`src/rtl/ctrl_sequencer_pkg.sv`:
```
// Shared definitions for the control sequencer and the output-signal decoder.
// Step codes, opcode constants and instruction field positions live here.
package ctrl_sequencer_pkg;

  typedef enum logic [4:0] {
    ST_IDLE     = 5'b00000,
    ST_LOAD     = 5'b00001,
    ST_MOV      = 5'b00010,
    ST_ARITH_A  = 5'b00011,
    ST_ARITH_B  = 5'b00100,
    ST_ARITH_WB = 5'b00101,
    ST_HALT     = 5'b00110
  } state_e;

  localparam logic [2:0] OPC_LOAD = 3'b000;
  localparam logic [2:0] OPC_MOV  = 3'b001;
  localparam logic [2:0] OPC_ADD  = 3'b010;
  localparam logic [2:0] OPC_SUB  = 3'b011;
  localparam logic [2:0] OPC_HALT = 3'b111;

  // Instruction field bit positions: [22:20] opcode, [19:16] Rx, [15:12] Ry
  localparam int OPC_MSB = 22;
  localparam int OPC_LSB = 20;
  localparam int RX_MSB  = 19;
  localparam int RX_LSB  = 16;
  localparam int RY_MSB  = 15;
  localparam int RY_LSB  = 12;

  // True for the two opcodes that run the three-step arithmetic sequence
  function automatic logic is_arith(input logic [2:0] opc);
    return (opc == OPC_ADD) || (opc == OPC_SUB);
  endfunction

endpackage

```
`src/rtl/ctrl_sequencer.sv`:
```
// Instruction control sequencer: accepts one instruction at a time from IDLE,
// walks it through its execution steps and counts retired instructions.
// Optional build macro CTRL_SEQ_HALT_EN: opcode 111 enters a sticky HALT
// state (left only by rst); without it opcode 111 is treated as illegal.
module ctrl_sequencer #(
  parameter int INSTR_W = 23,
  parameter int CNT_W   = 16
) (
  input  logic               clk,
  input  logic               rst,
  input  logic               instr_valid,
  input  logic [INSTR_W-1:0] instr,
  output logic               instr_ready,
  output logic [INSTR_W-1:0] instr_q,
  output logic [4:0]         state,
  output logic               alu_sub,
  output logic               done,
  output logic               illegal,
  output logic [CNT_W-1:0]   retired
);

  import ctrl_sequencer_pkg::*;

  state_e             state_q, state_d;
  logic [INSTR_W-1:0] instr_lat_q, instr_lat_d;
  logic [CNT_W-1:0]   retired_q, retired_d;
  logic               illegal_q, illegal_d;
  logic [2:0]         opc_in;
  logic [2:0]         opc_lat;

  assign opc_in      = instr[OPC_MSB:OPC_LSB];
  assign opc_lat     = instr_lat_q[OPC_MSB:OPC_LSB];

  assign instr_ready = (state_q == ST_IDLE);
  assign done        = (state_q == ST_LOAD) || (state_q == ST_MOV) ||
                       (state_q == ST_ARITH_WB);
  assign alu_sub     = (state_q == ST_ARITH_B) && (opc_lat == OPC_SUB);
  assign state       = state_q;
  assign instr_q     = instr_lat_q;
  assign illegal     = illegal_q;
  assign retired     = retired_q;

  // Next-state, instruction latch and illegal-pulse decode
  always_comb begin
    state_d     = state_q;
    instr_lat_d = instr_lat_q;
    illegal_d   = 1'b0;
    case (state_q)
      ST_IDLE: begin
        if (instr_valid) begin
          if (opc_in == OPC_LOAD) begin
            state_d     = ST_LOAD;
            instr_lat_d = instr;
          end else if (opc_in == OPC_MOV) begin
            state_d     = ST_MOV;
            instr_lat_d = instr;
          end else if (is_arith(opc_in)) begin
            state_d     = ST_ARITH_A;
            instr_lat_d = instr;
`ifdef CTRL_SEQ_HALT_EN
          end else if (opc_in == OPC_HALT) begin
            state_d     = ST_HALT;
            instr_lat_d = instr;
`endif
          end else begin
            // Unsupported opcode: stay in IDLE, keep the latched instruction
            illegal_d   = 1'b1;
          end
        end
      end
      ST_LOAD, ST_MOV, ST_ARITH_WB: state_d = ST_IDLE;
      ST_ARITH_A:                   state_d = ST_ARITH_B;
      ST_ARITH_B:                   state_d = ST_ARITH_WB;
`ifdef CTRL_SEQ_HALT_EN
      ST_HALT:                      state_d = ST_HALT;
`else
      ST_HALT:                      state_d = ST_IDLE;
`endif
      default:                      state_d = ST_IDLE;
    endcase
  end

  // Retired counter advances at the edge that ends every done step
  always_comb begin
    retired_d = retired_q;
    if (done) retired_d = retired_q + CNT_W'(1);
  end

  // State registers; reset abandons any in-flight instruction
  always_ff @(posedge clk or posedge rst) begin
    if (rst) begin
      state_q     <= ST_IDLE;
      instr_lat_q <= '0;
      retired_q   <= '0;
      illegal_q   <= 1'b0;
    end else begin
      state_q     <= state_d;
      instr_lat_q <= instr_lat_d;
      retired_q   <= retired_d;
      illegal_q   <= illegal_d;
    end
  end

endmodule

```
`config.mk`:
```
export PLATFORM = sky130hd
export DESIGN_NAME = ctrl_sequencer
export DESIGN_NICKNAME = d
export VERILOG_FILES = /design/src/rtl/ctrl_sequencer_pkg.sv /design/src/rtl/ctrl_sequencer.sv
export SDC_FILE = /design/constraint.sdc
export NUM_CORES = 1
export LEC_CHECK = 0
export ABC_CLOCK_PERIOD_IN_PS = 1350
export CORE_MARGIN = 4
export CORE_UTILIZATION = 39
export DETAILED_ROUTE_END_ITERATION = 16
export PLACE_DENSITY_LB_ADDON = 0.1
export RECOVER_POWER = 50
export SYNTH_ARGS = -nofsm -noshare
export SYNTH_HDL_FRONTEND = slang
export SYNTH_SLANG_ARGS = --single-unit
```
`constraint.sdc`:
```
create_clock -name clk -period 1.35 [get_ports clk]
set_input_delay 0.27 -clock clk [delete_from_list [all_inputs] [get_ports clk]]
set_output_delay 0.27 -clock clk [all_outputs]
set_load 0.01 [all_outputs]
```
# ---- After elaboration in Yosys (flattened, before gate mapping)
# Index checks and enable logic that the tools add are counted.
dict set report classes {
  eq_ne 11
  addsub 1
  n_mux 13
  reduce_logical 9
}
# op n
set ops {}
lappend ops {{$mux 23} 3}
lappend ops {{$mux 5} 4}
lappend ops {{$add 16x1->16 const B} 1}
lappend ops {{$pmux 5 s3} 1}
lappend ops {{$eq 5x2->1 const B} 2}
lappend ops {{$eq 5x3->1 const B} 2}
lappend ops {{$eq 3x2->1 const B} 3}
lappend ops {{$eq 5x1->1 const B} 1}
lappend ops {{$logic_not 5->1} 1}
lappend ops {{$mux 1} 5}
lappend ops {{$ne 4x1->1 const B} 1}
lappend ops {{$eq 3x1->1 const B} 1}
lappend ops {{$logic_not 3->1} 1}
lappend ops {{$logic_or 1x1->1} 3}
lappend ops {{$reduce_and 3->1} 1}
lappend ops {{$reduce_bool 3->1} 1}
lappend ops {{$ne 2x2->1 const B} 1}
lappend ops {{$reduce_and 2->1} 1}
lappend ops {{$logic_and 1x1->1} 1}
dict set report word_totals {
  regBits 45
  word_cells 38
  inputBits 26
  out_inout_bits 48
}

# ---- Longest topological paths before layout
# Gate-level depths: netlist (run 1).
dict set report logic_depth {
  ltp_word 7
  mapped_depth 6
  ltp_nobuf 5
}

# ---- Least setup slack after synthesis (run 1)
# Ideal clock, no wire load.
dict set report synth_timing {
  kind {register to register}
  start {reg state_q[0], in the netlist state[0]}
  end {reg instr_lat_q[0], in the netlist instr_q[0]}
  setup_time_ns 0.125
  t_arrival_ns 1.430
  path_stages_with_launch 5
  path_slack_ns -0.205
  path_cell_list {dfrtp_1 > nor3_2 > nand2_2 > buf_6 > mux2_4}
}
dict set report synth_between {
  elab_chain_cells 2
}
# element line
set synth_lines {}
lappend synth_lines {{from (decl)} ctrl_sequencer.sv:24} ;# state_e state_q, state_d;
lappend synth_lines {{from (signal assigned)} ctrl_sequencer.sv:97} ;# state_q <= state_d;
lappend synth_lines {{$logic_not 5->1} -}
lappend synth_lines {{net instr_ready} ctrl_sequencer.sv:13} ;# output logic instr_ready,
lappend synth_lines {{$reduce_and 3->1 (no line)} -}
lappend synth_lines {{to (signal assigned)} ctrl_sequencer.sv:98} ;# instr_lat_q <= instr_lat_d;
lappend synth_lines {{to (decl)} ctrl_sequencer.sv:25} ;# logic [INSTR_W-1:0] instr_lat_q, instr_lat_d;
# The timed path passes the listed nets, and every way through them passes these cells.
# A chain may end at the register's enable or synchronous reset.

# ---- Final worst setup path (run 1)
dict set report layout_timing {
  start {reg state_q[1], in the netlist state[1]}
  end {out done}
}
dict set report layout_between {
  elab_chain_cells 3
  elab_cells_between_ends 5
  cone_classes {eq/ne: 3; reduce/logical: 2}
}
# element line
set layout_lines {}
lappend layout_lines {{$eq 5x1->1 or $eq 5x2->1 (tied branches)} ctrl_sequencer.sv:35} ;# assign done = (state_q == ST_LOAD) || (state_q == ST_MOV) ||
lappend layout_lines {{$logic_or 1x1->1} ctrl_sequencer.sv:35}
lappend layout_lines {{$logic_or 1x1->1 (*)} ctrl_sequencer.sv:35}
lappend layout_lines {{to (decl)} ctrl_sequencer.sv:17} ;# output logic done,
# Mark *: on every way between the ends. The rest lies on a longest branch, timed or not.

==> results.sh, run 1 <==
export IMPL_cp_start_kind="flip-flop"
export IMPL_io_pins=74
export IMPL_p_int_mw=3.542
export IMPL_syn_avg_cell_area_um2=13.92
export IMPL_required_ps=1080
export IMPL_crit_path_end_kind="output port"
export IMPL_dp_hpwl_um=3171
export IMPL_vias_per_cell=4.597
export IMPL_io_buffers=71
export IMPL_swShare=0.3155
export IMPL_cts_tree="built"
export IMPL_htree_levels=2
export IMPL_p_total_mw=5.175
export IMPL_violations="negative setup slack"
export IMPL_synth_commonest_cells="dfrtp_1, mux2_4, xnor2_1, nand4_1, nand2_1"
export IMPL_pwr_share_comb=0.449
export IMPL_dr_pass1_iters=4
export IMPL_yosys_warnings=0
export IMPL_final_util=0.6464
export IMPL_antenna_left=0
export IMPL_ys_ff_latch=43
export IMPL_antenna_cells=0
export IMPL_hp_class="flip-flop to flip-flop"
export IMPL_cts_root_buffer="clkbuf_8"
export IMPL_vdd_drop_max_mv=0.8953
export IMPL_post_route_period_util=1.132
export IMPL_switchingPower_mw=1.633
export IMPL_finalWirelength_um=4375
export IMPL_layout_drive_gt1_share=0.3776
export IMPL_cap_violations=0
export IMPL_worstMarginPinSlew_ps=549.8
export IMPL_syn_area_um2=1907
export IMPL_p_per_area_nw_per_um2=1695
export IMPL_fin_crit_ps=1528
export IMPL_gp_congestion=0.7795
export IMPL_slew_headroom=0.6334
export IMPL_grt_pass1_vias=1519
export IMPL_clkPwrFrac=0.168
export IMPL_worstPathMaxFanout=3
export IMPL_crit_type="flip-flop to output port"
export IMPL_cts_sinks=43
export IMPL_placed_cell_area_um2=2806
export IMPL_cts_inserted_buffers=5
export IMPL_die_h_um=77.93
export IMPL_area_growth_pct=60.11
export IMPL_finalNetCount=267
export IMPL_stdcell_area_um2=3053
export IMPL_vias=1416
export IMPL_maxSlewViolCount=0
export IMPL_synth_distinct_cells=33
export IMPL_setup_violations=34
export IMPL_synth_most_common_cell="dfrtp_1"
export IMPL_die_area_um2=6072
export IMPL_finalHoldViolCount=0
export IMPL_die_x_um=77.93
export IMPL_wl_per_cell_um=14.20
export IMPL_p_leak_nw=1.529
export IMPL_hold_buffers=0
export IMPL_ys_top_cells_by_area="dfrtp_1, mux2_4, xnor2_1, nand4_1, mux2_2"
export IMPL_synth_async_sr_flop_share=1.000
export IMPL_drt_iter0_drc=53
export IMPL_dpl_worst_slack_ps=-344.1
export IMPL_worstPathArrival_ps=1260
export IMPL_grt_pass1_wl_um=7300
export IMPL_fillers=391
export IMPL_netlist_instances=137
export IMPL_ff_latch_area_um2=1082
export IMPL_whs_ps=477.3
export IMPL_rows=25
export IMPL_fmax_mhz=654.2
export IMPL_initial_core_util=0.4037
export IMPL_worstSkewPairLatency_ps=290
export IMPL_multi_input_area_um2=835.8
export IMPL_clkTransAtPathRegs_ps=70
export IMPL_drc=0
export IMPL_synth_largest_area_cell="dfrtp_1"
export IMPL_grt_max_degree=23
export IMPL_gr_total_overflow=0
export IMPL_rsz0062_at_grt="true"
export IMPL_synth_edf_count=0
export IMPL_ys_flop_type="dfrtp_1"
export IMPL_fin_skew_ps=8.318
export IMPL_core_um2=4723
export IMPL_setup_ws_ps=-178.5
export IMPL_p_seq_frac=0.384
export IMPL_clk_path_buf_depth=2
export IMPL_synth_seq_area_share=0.5643
export IMPL_grt_usage=0.1534
export IMPL_yosys_area_top_type_share=0.5643
export IMPL_status="complete, but fails checks"
export IMPL_antenna_found_initial=0
flip-flops by register name (all words and copies together) (netlist names):
signal / flops
state: 3
illegal: 1
retired: 16
instr_q: 23
per-stage QoR:
step	TNS [ps]	instances
final	-3669	308
after global routing	-6090	308
after CTS	-3550	302
after detailed placement	-9181	285
after global placement	-7493	285
after floorplan	-1850	138
power by group through the flow:
stage | clock network [mW] | logic (mW) | registers (mW)
finish | 0.868 | 2.32 | 1.99
global route | 0.971 | 2.49 | 2.05
CTS | 0.904 | 2.22 | 1.97
detailed placement | 0 | 2.28 | 2.00
global placement | 0 | 2.23 | 1.99
floorplan | 0 | 0.862 | 2.19
path summary, 6_finish.rpt:
kind / startpoint / end / slack [ps] / cells after the start
max reg2reg: state[1]$_DFFE_PP0P_ / instr_q[0]$_DFFE_PP0P_ / -140 / 5
min reg2reg: retired[15]$_DFFE_PP0P_ / retired[15]$_DFFE_PP0P_ / 480 / 1
min in group asynchronous: rst / retired[14]$_DFFE_PP0P_ / 560 / 3
max in group asynchronous: rst / state[1]$_DFFE_PP0P_ / 390 / 3
min: retired[15]$_DFFE_PP0P_ / retired[15]$_DFFE_PP0P_ / 480 / 1
max: state[1]$_DFFE_PP0P_ / done / -180 / 4
worst max-delay path, cell delays in order, from the launching register on:
cell	delay, ps
dfrtp_2	400
buf_6	130
mux2i_4	260
inv_4	70
buf_6	120
cell families (layout without fill, tap and decap cells):
group,count (synthesis),in the layout,share of synthesized area
XOR/XNOR,15,15,0.06889
other,1,2,0.001967
flip-flops,43,43,0.5643
buffers and inverters,10,113,0.03740
AO/OA/AOI/OAI,2,2,0.005244
adder cells (fa/ha/maj),1,1,0.006561
multiplexers,23,23,0.1772
AND/OR/NAND/NOR,42,42,0.1385
layout make-up:
cell class	instances	share of cell area
Sequential cell	43	0.3545
Timing Repair Buffer	102	0.3070
Multi-Input combinational cell	85	0.2738
Clock buffer	8	0.03279
Tap cell	67	0.02746
Inverter	3	0.004508
per-layer routing:
layer / share of wire / global-route usage / vias to the layer above
li1: - / - / 673
met1: 0.41 / 0.1922 / 686
met2: 0.50 / 0.2483 / 48
met3: 0.067 / 0.04524 / 9
met4: 0.021 / 0.06119 / 0
met5: 0 / 0 / -
layout by cell type (no fill, tap or decap), drive strengths merged:
master and n:
buf 35, and2 1, dlygate4sd2 35, nor2b 1, nand4 9, nor4 1, o21ai 1, clkdlybuf4s50 24
xnor2 11, xor2 4, clkinv 1, conb 2, and4 2, nor3 3, mux2 22, nor2 6
nand2 8, dlygate4sd3 1, nor3b 2, nand2b 1, dfrtp 43, clkdlybuf4s15 2, and3 4, a21oi 1
clkbuf 13, inv 2, ha 1, mux2i 1, nand3 2, nand4b 2
repair_timing:
item	CTS	global route
endpoints found under the setup margin	82	47
setup buffers	8	6
pin swaps	10	14
resized for setup	84	16
gates cloned	1	0
Power figures use the tool's default switching activity.
==> run 2: changes to the inputs <==
- CTS_CLUSTER_SIZE: not set -> 16
==> results of run 2 <==
Final layout, timing and power as in run 1 (identical DEF).
